[config.mk]
export PLATFORM = sky130hd
export DESIGN_NAME = tte_fabric_rx
export DESIGN_NICKNAME = d
export VERILOG_FILES = /design/src/rtl/tte_pkg.sv /design/src/rtl/tte_rx_stats.sv /design/src/rtl/tte_fabric_rx.sv
export SDC_FILE = /design/constraint.sdc
export NUM_CORES = 1
export LEC_CHECK = 0
export ABC_AREA = 1
export CAP_MARGIN = 20
export CORE_AREA = 2 2 82 84
export DETAILED_ROUTE_END_ITERATION = 12
export DIE_AREA = 0 0 84 86
export PLACE_DENSITY = 0.81
export SETUP_SLACK_MARGIN = 0.5
export SLEW_MARGIN = 20
export SYNTH_ARGS = -nofsm -noshare
export SYNTH_HDL_FRONTEND = slang
export SYNTH_SLANG_ARGS = --single-unit
[constraint.sdc]
create_clock -name clk -period 6 [get_ports clk]
set_input_delay 0.9 -clock clk [delete_from_list [all_inputs] [get_ports clk]]
set_output_delay 0.9 -clock clk [all_outputs]
set_load 0.02 [all_outputs]
[src/rtl/tte_pkg.sv]
// tte_pkg: shared receive states, frame-size limits and pointer-word layout for the TTE fabric datapath.
// No ports; imported by tte_fabric_rx, tte_rx_stats and the pointer-word readers downstream.
package tte_pkg;
  typedef enum logic [2:0] {S_IDLE, S_HDR1, S_DATA, S_DROP, S_DRAIN} state_t;
  localparam logic [11:0] MIN_FRAME = 12'd60;
  localparam logic [11:0] MAX_FRAME = 12'd1518;
  localparam logic [11:0] BP_THRESH = 12'd1536;
  localparam int PTR_LEN_W = 11;
  localparam int PTR_ERR_BIT = 11;
  localparam int PTR_PMAP_LSB = 12;
  function automatic logic [15:0] ptr_word(input logic [3:0] pmap, input logic err, input logic [PTR_LEN_W-1:0] len);
    logic [15:0] w;
    w = '0;
    w[PTR_PMAP_LSB +: 4] = pmap;
    w[PTR_ERR_BIT] = err;
    w[PTR_LEN_W-1:0] = len;
    return w;
  endfunction
endpackage

[src/rtl/tte_rx_stats.sv]
// tte_rx_stats: saturating receive statistics, present only when TTE_RX_STATS_EN is defined.
// Ports: clk, rst (sync, active-high); i_frame_inc/i_drop_inc/i_trunc_inc event strobes;
// o_frame_cnt[31:0], o_drop_cnt[15:0], o_trunc_cnt[15:0] counters that stick at all-ones.
`ifdef TTE_RX_STATS_EN
module tte_rx_stats (
  input  logic        clk,
  input  logic        rst,
  input  logic        i_frame_inc,
  input  logic        i_drop_inc,
  input  logic        i_trunc_inc,
  output logic [31:0] o_frame_cnt,
  output logic [15:0] o_drop_cnt,
  output logic [15:0] o_trunc_cnt
);
  logic [31:0] r_frame;
  logic [15:0] r_drop, r_trunc;
  always_ff @(posedge clk)
    if (rst) begin
      r_frame <= '0;
      r_drop  <= '0;
      r_trunc <= '0;
    end else begin
      if (i_frame_inc && !(&r_frame)) r_frame <= r_frame + 32'd1;
      if (i_drop_inc && !(&r_drop)) r_drop <= r_drop + 16'd1;
      if (i_trunc_inc && !(&r_trunc)) r_trunc <= r_trunc + 16'd1;
    end
  assign o_frame_cnt = r_frame;
  assign o_drop_cnt  = r_drop;
  assign o_trunc_cnt = r_trunc;
endmodule
`endif

[src/rtl/tte_fabric_rx.sv]
// tte_fabric_rx: fabric frame receiver; parses the 2-byte header, admits or drops the frame,
// streams frame bytes to the data buffer and posts one pointer word per accepted frame.
// Ports: clk, rst (sync, active-high); sof/dv/data fabric byte stream in;
// dfifo_wr/dfifo_din data-buffer writes, dfifo_space buffer free bytes;
// ptr_fifo_wr/ptr_fifo_din {portmap,err,len} pointer writes, ptr_fifo_full; bp registered backpressure.
// Defining TTE_RX_STATS_EN adds rx_frame_cnt, rx_drop_cnt, rx_trunc_cnt.
module tte_fabric_rx
  import tte_pkg::*;
(
  input  logic        clk,
  input  logic        rst,
  input  logic        sof,
  input  logic        dv,
  input  logic [7:0]  data,
  output logic        dfifo_wr,
  output logic [7:0]  dfifo_din,
  input  logic [11:0] dfifo_space,
  output logic        ptr_fifo_wr,
  output logic [15:0] ptr_fifo_din,
  input  logic        ptr_fifo_full,
  output logic        bp
`ifdef TTE_RX_STATS_EN
  ,
  output logic [31:0] rx_frame_cnt,
  output logic [15:0] rx_drop_cnt,
  output logic [15:0] rx_trunc_cnt
`endif
);
  state_t r_state, w_next;
  logic [3:0] r_pmap, r_lhi;
  logic [PTR_LEN_W-1:0] r_len, r_cnt;
  logic r_pend, r_dfifo_wr, r_ptr_wr, r_bp;
  logic [7:0] r_dfifo_din;
  logic [15:0] r_ptr_din;
  logic w_hdr0, w_byte, w_trunc, w_admit;
  logic [11:0] w_flen;
  assign w_hdr0  = sof & dv;
  assign w_flen  = {r_lhi, data} - 12'd2;
  assign w_admit = (r_pmap != 4'd0) && (w_flen >= MIN_FRAME) && (w_flen <= MAX_FRAME) &&
                   (dfifo_space >= w_flen) && !ptr_fifo_full;
  assign w_byte  = (r_state == S_DATA) && dv && !sof;
  // Leaving DATA early: dv dropped, or a new sof overlapping the unfinished frame.
  assign w_trunc = (r_state == S_DATA) && (!dv || sof);
  always_ff @(posedge clk)
    r_state <= rst ? S_IDLE : w_next;
  always_comb begin
    w_next = r_state;
    case (r_state)
      S_IDLE:  w_next = w_hdr0 ? S_HDR1 : S_IDLE;
      S_HDR1:  w_next = !dv ? S_IDLE : w_admit ? S_DATA : S_DROP;
      S_DATA:  w_next = !dv ? S_IDLE : sof ? S_HDR1 : (r_cnt == 11'd1) ? S_DRAIN : S_DATA;
      default: w_next = !dv ? S_IDLE : w_hdr0 ? S_HDR1 : r_state;
    endcase
  end
  always_ff @(posedge clk)
    if (rst) begin
      r_pmap      <= '0;
      r_lhi       <= '0;
      r_len       <= '0;
      r_cnt       <= '0;
      r_pend      <= 1'b0;
      r_dfifo_wr  <= 1'b0;
      r_dfifo_din <= '0;
      r_ptr_wr    <= 1'b0;
      r_ptr_din   <= '0;
      r_bp        <= 1'b1;
    end else begin
      r_bp       <= (dfifo_space < BP_THRESH) | ptr_fifo_full;
      r_dfifo_wr <= w_byte;
      if (w_byte) r_dfifo_din <= data;
      if (w_hdr0 && r_state != S_HDR1) begin
        r_pmap <= data[3:0];
        r_lhi  <= data[7:4];
      end
      if (r_state == S_HDR1 && dv) begin
        r_len <= w_flen[PTR_LEN_W-1:0];
        r_cnt <= w_flen[PTR_LEN_W-1:0];
      end
      if (w_byte) r_cnt <= r_cnt - 11'd1;
      // A completed frame posts its pointer one cycle after its last data write;
      // a truncation posts immediately, which is already one cycle after its last write.
      r_pend    <= w_byte && (r_cnt == 11'd1);
      r_ptr_wr  <= r_pend | w_trunc;
      r_ptr_din <= r_pend ? ptr_word(r_pmap, 1'b0, r_len) :
                   w_trunc ? ptr_word(r_pmap, 1'b1, r_len - r_cnt) : r_ptr_din;
    end
  assign dfifo_wr     = r_dfifo_wr;
  assign dfifo_din    = r_dfifo_din;
  assign ptr_fifo_wr  = r_ptr_wr;
  assign ptr_fifo_din = r_ptr_din;
  assign bp           = r_bp;
`ifdef TTE_RX_STATS_EN
  tte_rx_stats u_stats (
    .clk         (clk),
    .rst         (rst),
    .i_frame_inc (r_ptr_wr & ~r_ptr_din[PTR_ERR_BIT]),
    .i_drop_inc  ((r_state == S_HDR1) && dv && !w_admit),
    .i_trunc_inc (r_ptr_wr & r_ptr_din[PTR_ERR_BIT]),
    .o_frame_cnt (rx_frame_cnt),
    .o_drop_cnt  (rx_drop_cnt),
    .o_trunc_cnt (rx_trunc_cnt)
  );
`endif
endmodule

# After elaboration in Yosys (flattened, before gate mapping)
# Index checks and enable logic that the tools add are counted.
# W data, S select, Z words.
word_totals:
  input_bits: 25
  latch_bits: 0
  word_cells: 59
  regBits: 61
  mem_bits_rw: 0
  mem_count: 0
  mem_bits_ro: 0
  out_inout_bits: 27
classes:
  addsub: 3
  mux: 13
  mul: 0
  n_reduce_logical: 19
  n_eq_ne: 5
  shift: 0
  magnitude_cmp: 4
  div_mod_pow: 0
  bitwise: 3
ops:
  columns: ["op", "n"]
  rows:
  - ["$mux W16", 2]
  - ["$mux W11", 2]
  - ["$mux W3", 5]
  - ["$ge A12 B12 Y1", 1]
  - ["$ge A12 B6 Y1 const B", 1]
  - ["$le A12 B11 Y1 const B", 1]
  - ["$lt A12 B11 Y1 const B", 1]
  - ["$sub A12 B2 Y12 const B", 1]
  - ["$eq A11 B1 Y1 const B", 1]
  - ["$sub A11 B1 Y11 const B", 1]
  - ["$sub A11 B11 Y11", 1]
  - ["$logic_and A1 B1 Y1", 10]
  - ["$pmux W3 S3", 1]
  - ["$ne A5 B1 Y1 const B", 1]
  - ["$reduce_bool A2 Y1", 2]
  - ["$reduce_bool A4 Y1", 1]
  - ["$eq A3 B1 Y1 const B", 1]
  - ["$eq A3 B2 Y1 const B", 1]
  - ["$logic_not A1 Y1", 3]
  - ["$logic_not A3 Y1", 1]
  - ["$ne A3 B1 Y1 const B", 1]
  - ["$mux W1", 2]
  - ["$mux W2", 1]
  - ["$or A1 B1 Y1", 2]
  - ["3 further kinds", 3]

# Logic depth before layout (Yosys ltp)
# Gate-level depths: netlist of the first run.
depth:
  depth_word: 9
  mapped_depth: 20
  ltp_nobuf: 20

# Worst setup path before layout of the first run
# Ideal clock, no wire load.
synth_timing:
  path_kind: "input-to-reg"
  startpoint: "in data[1]"
  endpoint: "reg r_state[0]"
  path_stages: 18
  setup_time_ns: 0.118
  required_ns: 5.882
  t_arrival_ns: 2.527
  path_slack_ns: 3.355
  path_cell_list: "inv_2 -> ha_1 -> nand3_2 -> inv_2 -> nand3_1 -> nand2_2 -> inv_2 -> ha_1 -> inv_1 -> o31a_1 -> nand2_1 -> nand2_1 -> nand2_1 -> nand2_1 -> nand2_1 -> nand2_1 -> nand2_1 -> a21oi_2"
synth_via:
  elab_chain_len: 9
synth_rtl:
  columns: ["element", "line_no", "rtl"]
  rows:
  - ["start: declaration", "tte_fabric_rx.sv:14", "input logic [7:0] data,"]
  - ["$sub A12 B2 Y12 *", "tte_fabric_rx.sv:38", "assign w_flen = {r_lhi, data} - 12'd2;"]
  - ["$ge A12 B6 Y1", "tte_fabric_rx.sv:39", "assign w_admit = (r_pmap != 4'd0) && (w_flen >= MIN_FRAME) && (w_flen <= MAX_FRAME) &&"]
  - ["$logic_and A1 B1 Y1 (2 in a row)", "tte_fabric_rx.sv:39", null]
  - ["$logic_and A1 B1 Y1 *", "tte_fabric_rx.sv:39", null]
  - ["$logic_and A1 B1 Y1 *", "tte_fabric_rx.sv:40", "(dfifo_space >= w_flen) && !ptr_fifo_full;"]
  - ["$mux W1 *", "tte_fabric_rx.sv:50", "S_HDR1: w_next = !dv ? S_IDLE : w_admit ? S_DATA : S_DROP;"]
  - ["$mux W2 *", "tte_fabric_rx.sv:50", null]
  - ["$pmux W3 S3 *", "tte_fabric_rx.sv:48", "case (r_state)"]
  - ["end signal: assignment", "tte_fabric_rx.sv:45", "r_state <= rst ? S_IDLE : w_next;"]
  - ["end: declaration", "tte_fabric_rx.sv:29", "state_t r_state, w_next;"]
# Every way passes the cells marked *; elsewhere a longest branch is shown, timed or not.
# A chain may end at the register's enable or synchronous reset.

# Final worst setup path of the first run
layout_timing:
  startpoint: "in data[1]"
  endpoint: "reg r_state[0]"
layout_via:
  elab_chain_len: 9
layout_rtl:
  columns: ["element", "line_no", "rtl"]
  rows:
  - ["$sub A12 B2 Y12 *", "tte_fabric_rx.sv:38", null]
  - ["net w_flen[1]", "tte_fabric_rx.sv:36", "logic [11:0] w_flen;"]
  - ["$ge A12 B6 Y1", "tte_fabric_rx.sv:39", null]
  - ["$logic_and A1 B1 Y1 (2 in a row)", "tte_fabric_rx.sv:39", null]
  - ["$logic_and A1 B1 Y1 *", "tte_fabric_rx.sv:39", null]
  - ["$logic_and A1 B1 Y1 *", "tte_fabric_rx.sv:40", null]
  - ["$mux W1 *", "tte_fabric_rx.sv:50", null]
  - ["$mux W2 *", "tte_fabric_rx.sv:50", null]
  - ["$pmux W3 S3 *", "tte_fabric_rx.sv:48", null]
# Mark *: on every way through the listed nets, which the timed path passes. The rest lies on a longest branch.

==> summary.md, run 1 <==
| Metric | Value |
|---|---|
| IO buf count | 51 |
| Final setup fails | 0 |
| CTS Buf Count | 9 |
| Antenna Nets Post-Route | 0 |
| Ant. Diodes | 0 |
| Routed WL per cell | 13.5 µm |
| Slowest stage delay, CP | 0.47 ns |
| Clock Pin Slew Worst Setup and Hold Paths | 0.07 ns |
| CTS tree | yes |
| Vias in the first global route | 3422 |
| CTS sink cnt | 61 |
| Post-synth top area cell | dfxtp_1 |
| Postcts setup bufs | 0 |
| Initial antenna violation count | 0 |
| P per Cell Area | 226 nW/µm² |
| Final Hold Viols | 0 |
| Clock skew | 0.00381 ns |
| Synth top area share | 0.338 |
| Commonest non-fill, non-tap cell in the layout | nand2_1 |
| Core ar. | 6280 µm² |
| Worst Tran Pin Value | 0.970 ns |
| RSZ-0062 raised after global routing | no |
| Crit-path max FO | 8 |
| Cell mode on critical path | nand2_1 |
| Slew Viols, Final | 0 |
| Tot GR Track Use | 0.264 |
| Starting DRT DRC Count | 311 |
| Die Y-Extent | 86 µm |
| Tightest Hold Check Type | register to register |
| Max-cap check violation count | 0 |
| Synth Instances | 537 |
| Share of cells above drive strength 1 | 0.0963 |
| #FFs+latches synth | 61 |
| Total grt overflow | 0 |
| GPL Wtd Cong | 0.945 |
| Syn-to-layout area delta | 20.8% |
| H-tree depth | 3 |
| Clock tree root buffer cell | clkbuf_8 |
| Ports | 52 |
| Syn Std Cell Area | 3610 µm² |
| Die area | 7220 µm² |
| Logic pwr share | 0.185 |
| Skew-Pair Late Insertion Delay | 0.34 ns |
| CP Class | input pin to register |
| Synth top area cells | dfxtp_1 (34%), nand2_1 (16%), ha_1 (8.0%) |
| Distinct cell type count after synthesis | 39 |
| Post_cts resized | 0 |
| 1st-pass router iterations | 6 |
| Power Total | 988 µW |
| DRC errors left | 0 |
| Syn Area/Cell | 6.72 µm² |
| Commonest cells after routing, fill and taps aside | nand2_1 (150), inv_1 (69), dfxtp_1 (61), clkdlybuf4s50_1 (51), a21oi_1 (39) |
| Clock share of power | 0.383 |
| Final min period | 3.11 ns |
| FMAX | 0.322 GHz |
| Via density | 5.50 |
| Sequential fraction of the synthesis area | 0.338 |
| Switch share | 0.292 |
| WHS | 0.448 ns |
| Setup TNS | 0 ns |
| Psw | 288 µW |
| Maximum VDD drop | 0.144 mV |
| Int Power | 699 µW |
| Largest net degree at the start of global routing | 36 |
| Crit share post-route | 0.518 |
| Reg power frac | 0.432 |
| Crit path DAT | 3.33 ns |
| First-pass GRT wire length | 15.4 mm |
| Total Routed Length | 9.06 mm |
| # rows | 29 |
| CP required | 6.23 ns |
| Post-CTS Hold Buffers | 0 |
| CP max stage cell | clkdlybuf4s50_1 |
| Via count | 3677 |
| Critical path's top delay family | buffers and inverters |
| Crit start category | input pin |
| Critical Path, Cell by Cell | clkdlybuf4s50_1 > inv_2 > ha_1 > nand3_2 > inv_2 > nand3_1 > nand2_2 > inv_2 > ha_1 > inv_1 > o31a_1 > nand2_1 > nand2_1 > nand2_1 > nand2_1 > nand2_1 > nand2_1 > nand2_1 > a21oi_2 |
| Leak pwr | 0.00201 µW |
| Critical Path Sink Type | register |
| WP buf/inv | 5 |
| Final net count | 637 |
| Deepest clock path buffer count | 2 |
| Die width | 84 µm |
| Starting Density | 0.575 |
| Syn Nets | 586 |
| Post-DP HPWL | 6.73 mm |
| Relative slew slack | 0.353 |
| YS warnings | 0 |
| Status | complete, no violations |
[metrics by stage]
stage	std cells	instance area, µm²	util	setup WS [ns]
2_1_floorplan	537	3610	-	3.35
6_report	669	4360	0.695	2.89
4_1_cts	669	4360	0.695	2.94
3_3_place_gp	654	4160	0.663	2.70
5_1_grt	669	4360	0.695	2.70
3_5_place_dp	654	4160	0.663	2.61
[tightest hold or removal path: cells and delay by family, from the launching register on]
kind            cells  cell delay, ns
compound gates      1            0.05
flops               1            0.31
buf+inv             1            0.04
[metal layers]
layer	part of all wire	routed length, µm	global-route usage	vias to the layer above
li1	-	-	-	1844
met1	0.42	3850	0.308	1673
met2	0.50	4500	0.465	133
met3	0.048	431	0.0423	27
met4	0.031	284	0.142	0
met5	0	0	0	-
[cell families (layout without fill, tap and decap cells)]
| logic type | count (synthesis) | after routing | share of synthesized area |
|---|---|---|---|
| and+or+nand+nor | 250 | 250 | 0.299 |
| adders and majority gates | 24 | 24 | 0.0853 |
| xor gates and xnor gates | 4 | 4 | 0.00971 |
| AOI/OAI and AO/OA | 104 | 104 | 0.164 |
| DFF | 61 | 61 | 0.338 |
| buffers and inverters | 94 | 149 | 0.103 |
[synth_stat cells, drive strengths merged]
library cell,number
a211oi,1
a21boi,2
a21oi,42
a22oi,1
a31o,1
a31oi,11
a32o,1
buf,8
clkbuf,5
dfxtp,61
fa,1
ha,23
inv,81
nand2,158
nand3,25
nand3b,2
nand4,4
nor2,45
nor3,8
nor4,3
o211ai,4
o21ai,36
o21bai,1
o221ai,1
o311ai,2
o31a,1
or2,5
xnor2,1
xor2,3
[power by group through the flow]
stage	clock network, µW	registers, µW	logic, µW
2_1_floorplan	0	437	122
3_3_place_gp	0	435	173
3_5_place_dp	0	436	179
4_1_cts	383	427	180
5_1_grt	400	428	206
6_report	378	427	183
[cell type report]
| type | instances | area [µm²] |
|---|---|---|
| fillers | 537 | 1920 |
| flip-flops and latches | 61 | 1220 |
| well taps | 77 | 96.3 |
| clock inverters | 4 | 47.5 |
| multi-input cells | 382 | 2020 |
| repair buffers | 53 | 526 |
| inverters | 81 | 304 |
| clock buffers | 11 | 151 |
[worst paths after layout]
| check | startpoint | end | slack, ns | depth (start not counted) |
|---|---|---|---|---|
| hold reg to reg | ptr_fifo_din[11] | ptr_fifo_din[11] | 0.45 | 2 |
| setup reg to reg | r_state[1] | r_cnt[1] | 4.05 | 9 |
| setup / recovery | data[1] | r_state[0] | 2.89 | 19 |
| hold / removal | ptr_fifo_din[11] | ptr_fifo_din[11] | 0.45 | 2 |
[registers in the layout, indices dropped and copies added (netlist names)]
| signal | flops |
|---|---|
| ptr_fifo_din | 16 |
| r_cnt | 11 |
| r_len | 11 |
| dfifo_din | 8 |
| r_lhi | 4 |
| r_pmap | 4 |
| r_state | 3 |
| bp | 1 |
| dfifo_wr | 1 |
| ptr_fifo_wr | 1 |
| r_pend | 1 |
No activity file was read; power rests on OpenSTA's default activity.
==> run 2: changes to the inputs <==
--- a/config.mk
+++ b/config.mk
@@ -7,10 +7,10 @@
 export LEC_CHECK = 0
 export ABC_AREA = 1
 export CAP_MARGIN = 20
-export CORE_AREA = 2 2 82 84
+export CORE_AREA = 2 2 85 87
 export DETAILED_ROUTE_END_ITERATION = 12
-export DIE_AREA = 0 0 84 86
-export PLACE_DENSITY = 0.81
+export DIE_AREA = 0 0 87 89
+export PLACE_DENSITY = 0.76
 export SETUP_SLACK_MARGIN = 0.5
 export SLEW_MARGIN = 20
 export SYNTH_ARGS = -nofsm -noshare
==> constraint.sdc (replaced) <==
create_clock -name clk -period 3 [get_ports clk]
set_input_delay 0.45 -clock clk [delete_from_list [all_inputs] [get_ports clk]]
set_output_delay 0.45 -clock clk [all_outputs]
set_load 0.02 [all_outputs]
==> run 2 against run 1 <==
Net effect: combinational power grew 100%; via count shrank 2.3%; clock skew grew 0.0051 ns; power grew 100%; sequential power grew 100%; wire length grew 0.99%; design area grew 1.7%; worst setup slack lost 2.2 ns; critical path type unchanged.
==> summary.md, run 2 (synthesis gave the netlist of run 1 again) <==
| Metric | Value |
|---|---|
| Crit start category | input pin |
| Die Y-Extent | 89 µm |
| Int Power | 1430 µW |
| CP required | 3.23 ns |
| CTS tree | yes |
| Leak pwr | 0.00206 µW |
| Hold EP | ptr_fifo_din[11] |
| Logic pwr share | 0.183 |
| Starting Density | 0.537 |
| Core ar. | 6720 µm² |
| # rows | 30 |
| Final net count | 642 |
| Die width | 87 µm |
| Deepest clock path buffer count | 2 |
| 1st-pass router iterations | 5 |
| Crit share post-route | 0.769 |
| Maximum VDD drop | 0.268 mV |
| First-pass GRT wire length | 15.0 mm |
| Reg-to-reg critical path endpoint | ptr_fifo_din[9] |
| Ant. Diodes | 0 |
| Crit path DAT | 2.54 ns |
| Setup slack, reg-to-reg | 1.01 ns |
| Commonest non-fill, non-tap cell in the layout | nand2_1 |
| Starting DRT DRC Count | 341 |
| IO buf count | 51 |
| Setup TNS | 0 ns |
| Final Hold Viols | 0 |
| CP Class | input pin to register |
| Multi-input logic area | 2030 µm² |
| Clock skew | 0.00887 ns |
| Register area | 1220 µm² |
| Critical path's top delay family | buffers and inverters |
| Max-cap check violation count | 0 |
| CTS Buf Count | 9 |
| Clock Pin Slew Worst Setup and Hold Paths | 0.07 ns |
| Relative slew slack | 0.337 |
| Cell mode on critical path | nand2_1 |
| RSZ-0062 raised after global routing | no |
| Skew-Pair Late Insertion Delay | 0.34 ns |
| Share of cells above drive strength 1 | 0.109 |
| Count of cells along the worst hold path | 2 |
| Clock tree root buffer cell | clkbuf_8 |
| Commonest cells after routing, fill and taps aside | nand2_1 (149), inv_1 (67), dfxtp_1 (61), clkdlybuf4s50_1 (48), a21oi_1 (39) |
| DRC errors left | 0 |
| Largest register FFs | 16 |
| Via density | 5.30 |
| Worst r2r src | r_cnt[2] |
| Tightest Hold Check Type | register to register |
| Power Total | 2010 µW |
| Switch share | 0.289 |
| Final setup fails | 0 |
| Reg power frac | 0.425 |
| Origin of the worst min-delay path | ptr_fifo_din[11] |
| Psw | 581 µW |
| Initial antenna violation count | 0 |
| Critical Path, Cell by Cell | clkdlybuf4s50_1 > inv_2 > nand3_2 > inv_2 > nand2_2 > nand2_2 > nand2_2 > inv_2 > ha_1 > inv_1 > o31a_1 > nand2_1 > nand2_1 > nand2_1 > nand2_1 > nand2_1 > nand2_1 > nand2_1 > a21oi_2 |
| CP max stage cell | clkdlybuf4s50_1 |
| Syn-to-layout area delta | 22.8% |
| Total Routed Length | 9.15 mm |
| H-tree depth | 3 |
| FILL cells | 600 |
| Crit-path max FO | 5 |
| Status | complete, no violations |
| CTS sink cnt | 61 |
| WP buf/inv | 5 |
| Clock share of power | 0.393 |
| FMAX | 0.433 GHz |
| Post-DP HPWL | 6.82 mm |
| Slew Viols, Final | 0 |
| WHS | 0.458 ns |
| Tot GR Track Use | 0.250 |
| Ports | 52 |
| Largest net degree at the start of global routing | 36 |
| Vias in the first global route | 3315 |
| Slowest stage delay, CP | 0.55 ns |
| P per Cell Area | 454 nW/µm² |
| Critical Path Sink Type | register |
| Final min period | 2.31 ns |
| GPL Wtd Cong | 0.950 |
| R2R cell count | 14 |
| Total grt overflow | 0 |
| Worst Tran Pin Value | 0.988 ns |
| Routed WL per cell | 13.5 µm |
| Die area | 7740 µm² |
| Via count | 3592 |
| Antenna Nets Post-Route | 0 |
## run 2: cell count changes in the layout (fill, tap and decap cells not counted), sizes merged
cell | previous run | this run
buf | 2 | 7
clkbuf | 11 | 13
clkdlybuf4s50 | 51 | 48
dlygate4sd2 | 0 | 1
dlymetal6s2s | 0 | 2
inv | 81 | 80
## run 2: repair_timing
action | 4_1_cts | 5_1_grt
buffers inserted | 0 | 3
pin swaps | 0 | 2
hold buffers | 0 | 0
setup endpoints to repair | 1 | 1
gates resized for setup | 1 | 6
## run 2: worst max path at each step
stage	cells after the start	slack, ns	start	endpoint
final	19	0.69	data[4]	r_state[0]
after global routing	18	0.50	data[4]	r_state[0]
after CTS	20	0.52	data[2]	r_state[0]
after detailed placement	20	0.13	data[1]	r_state[0]
after global placement	20	0.21	data[1]	r_state[0]
after floorplan	18	0.80	data[1]	r_state[0]
## run 2: through the flow
step / setup slack (ns) / area, µm² / std cells / utilization
floorplan: 0.805 / 3610 / 537 / -
detailed placement: 0.131 / 4180 / 659 / 0.622
finish: 0.692 / 4430 / 678 / 0.660
global route: 0.495 / 4430 / 678 / 0.660
global placement: 0.206 / 4180 / 659 / 0.622
CTS: 0.525 / 4390 / 675 / 0.654
## run 2: power by group through the flow
stage | Sequential [µW] | Clock (µW) | Combinational, µW
final | 855 | 790 | 368
after global routing | 857 | 834 | 419
after CTS | 854 | 800 | 360
after detailed placement | 873 | 0 | 359
after global placement | 871 | 0 | 349
after floorplan | 874 | 0 | 244
## run 2: final cells by class
| type | instances | area share |
|---|---|---|
| flip-flops and latches | 61 | 0.275 |
| multi-input cells | 382 | 0.458 |
| repair buffers | 58 | 0.128 |
| well taps | 80 | 0.0226 |
| clock buffers | 13 | 0.0381 |
| clock inverters | 3 | 0.00959 |
| inverters | 81 | 0.0686 |
## run 2: routing by layer
layer	part of all wire	track usage	up-vias
met5	0	0	-
met3	0.036	0.0406	26
met4	0.036	0.129	0
met1	0.44	0.292	1630
met2	0.48	0.441	87
li1	-	-	1849
## run 2: worst reg2reg max path, cell delays in order (launching register included)
cell	delay, ns
dfxtp_1	0.35
inv_1	0.09
ha_1	0.35
a21oi_1	0.15
nand2_1	0.10
inv_1	0.06
nor2_1	0.03
nor2_1	0.13
o21ai_1	0.09
nand2_1	0.08
nand2_1	0.05
a21oi_1	0.20
nand2_1	0.07
nand3_1	0.09
nand2_1	0.05
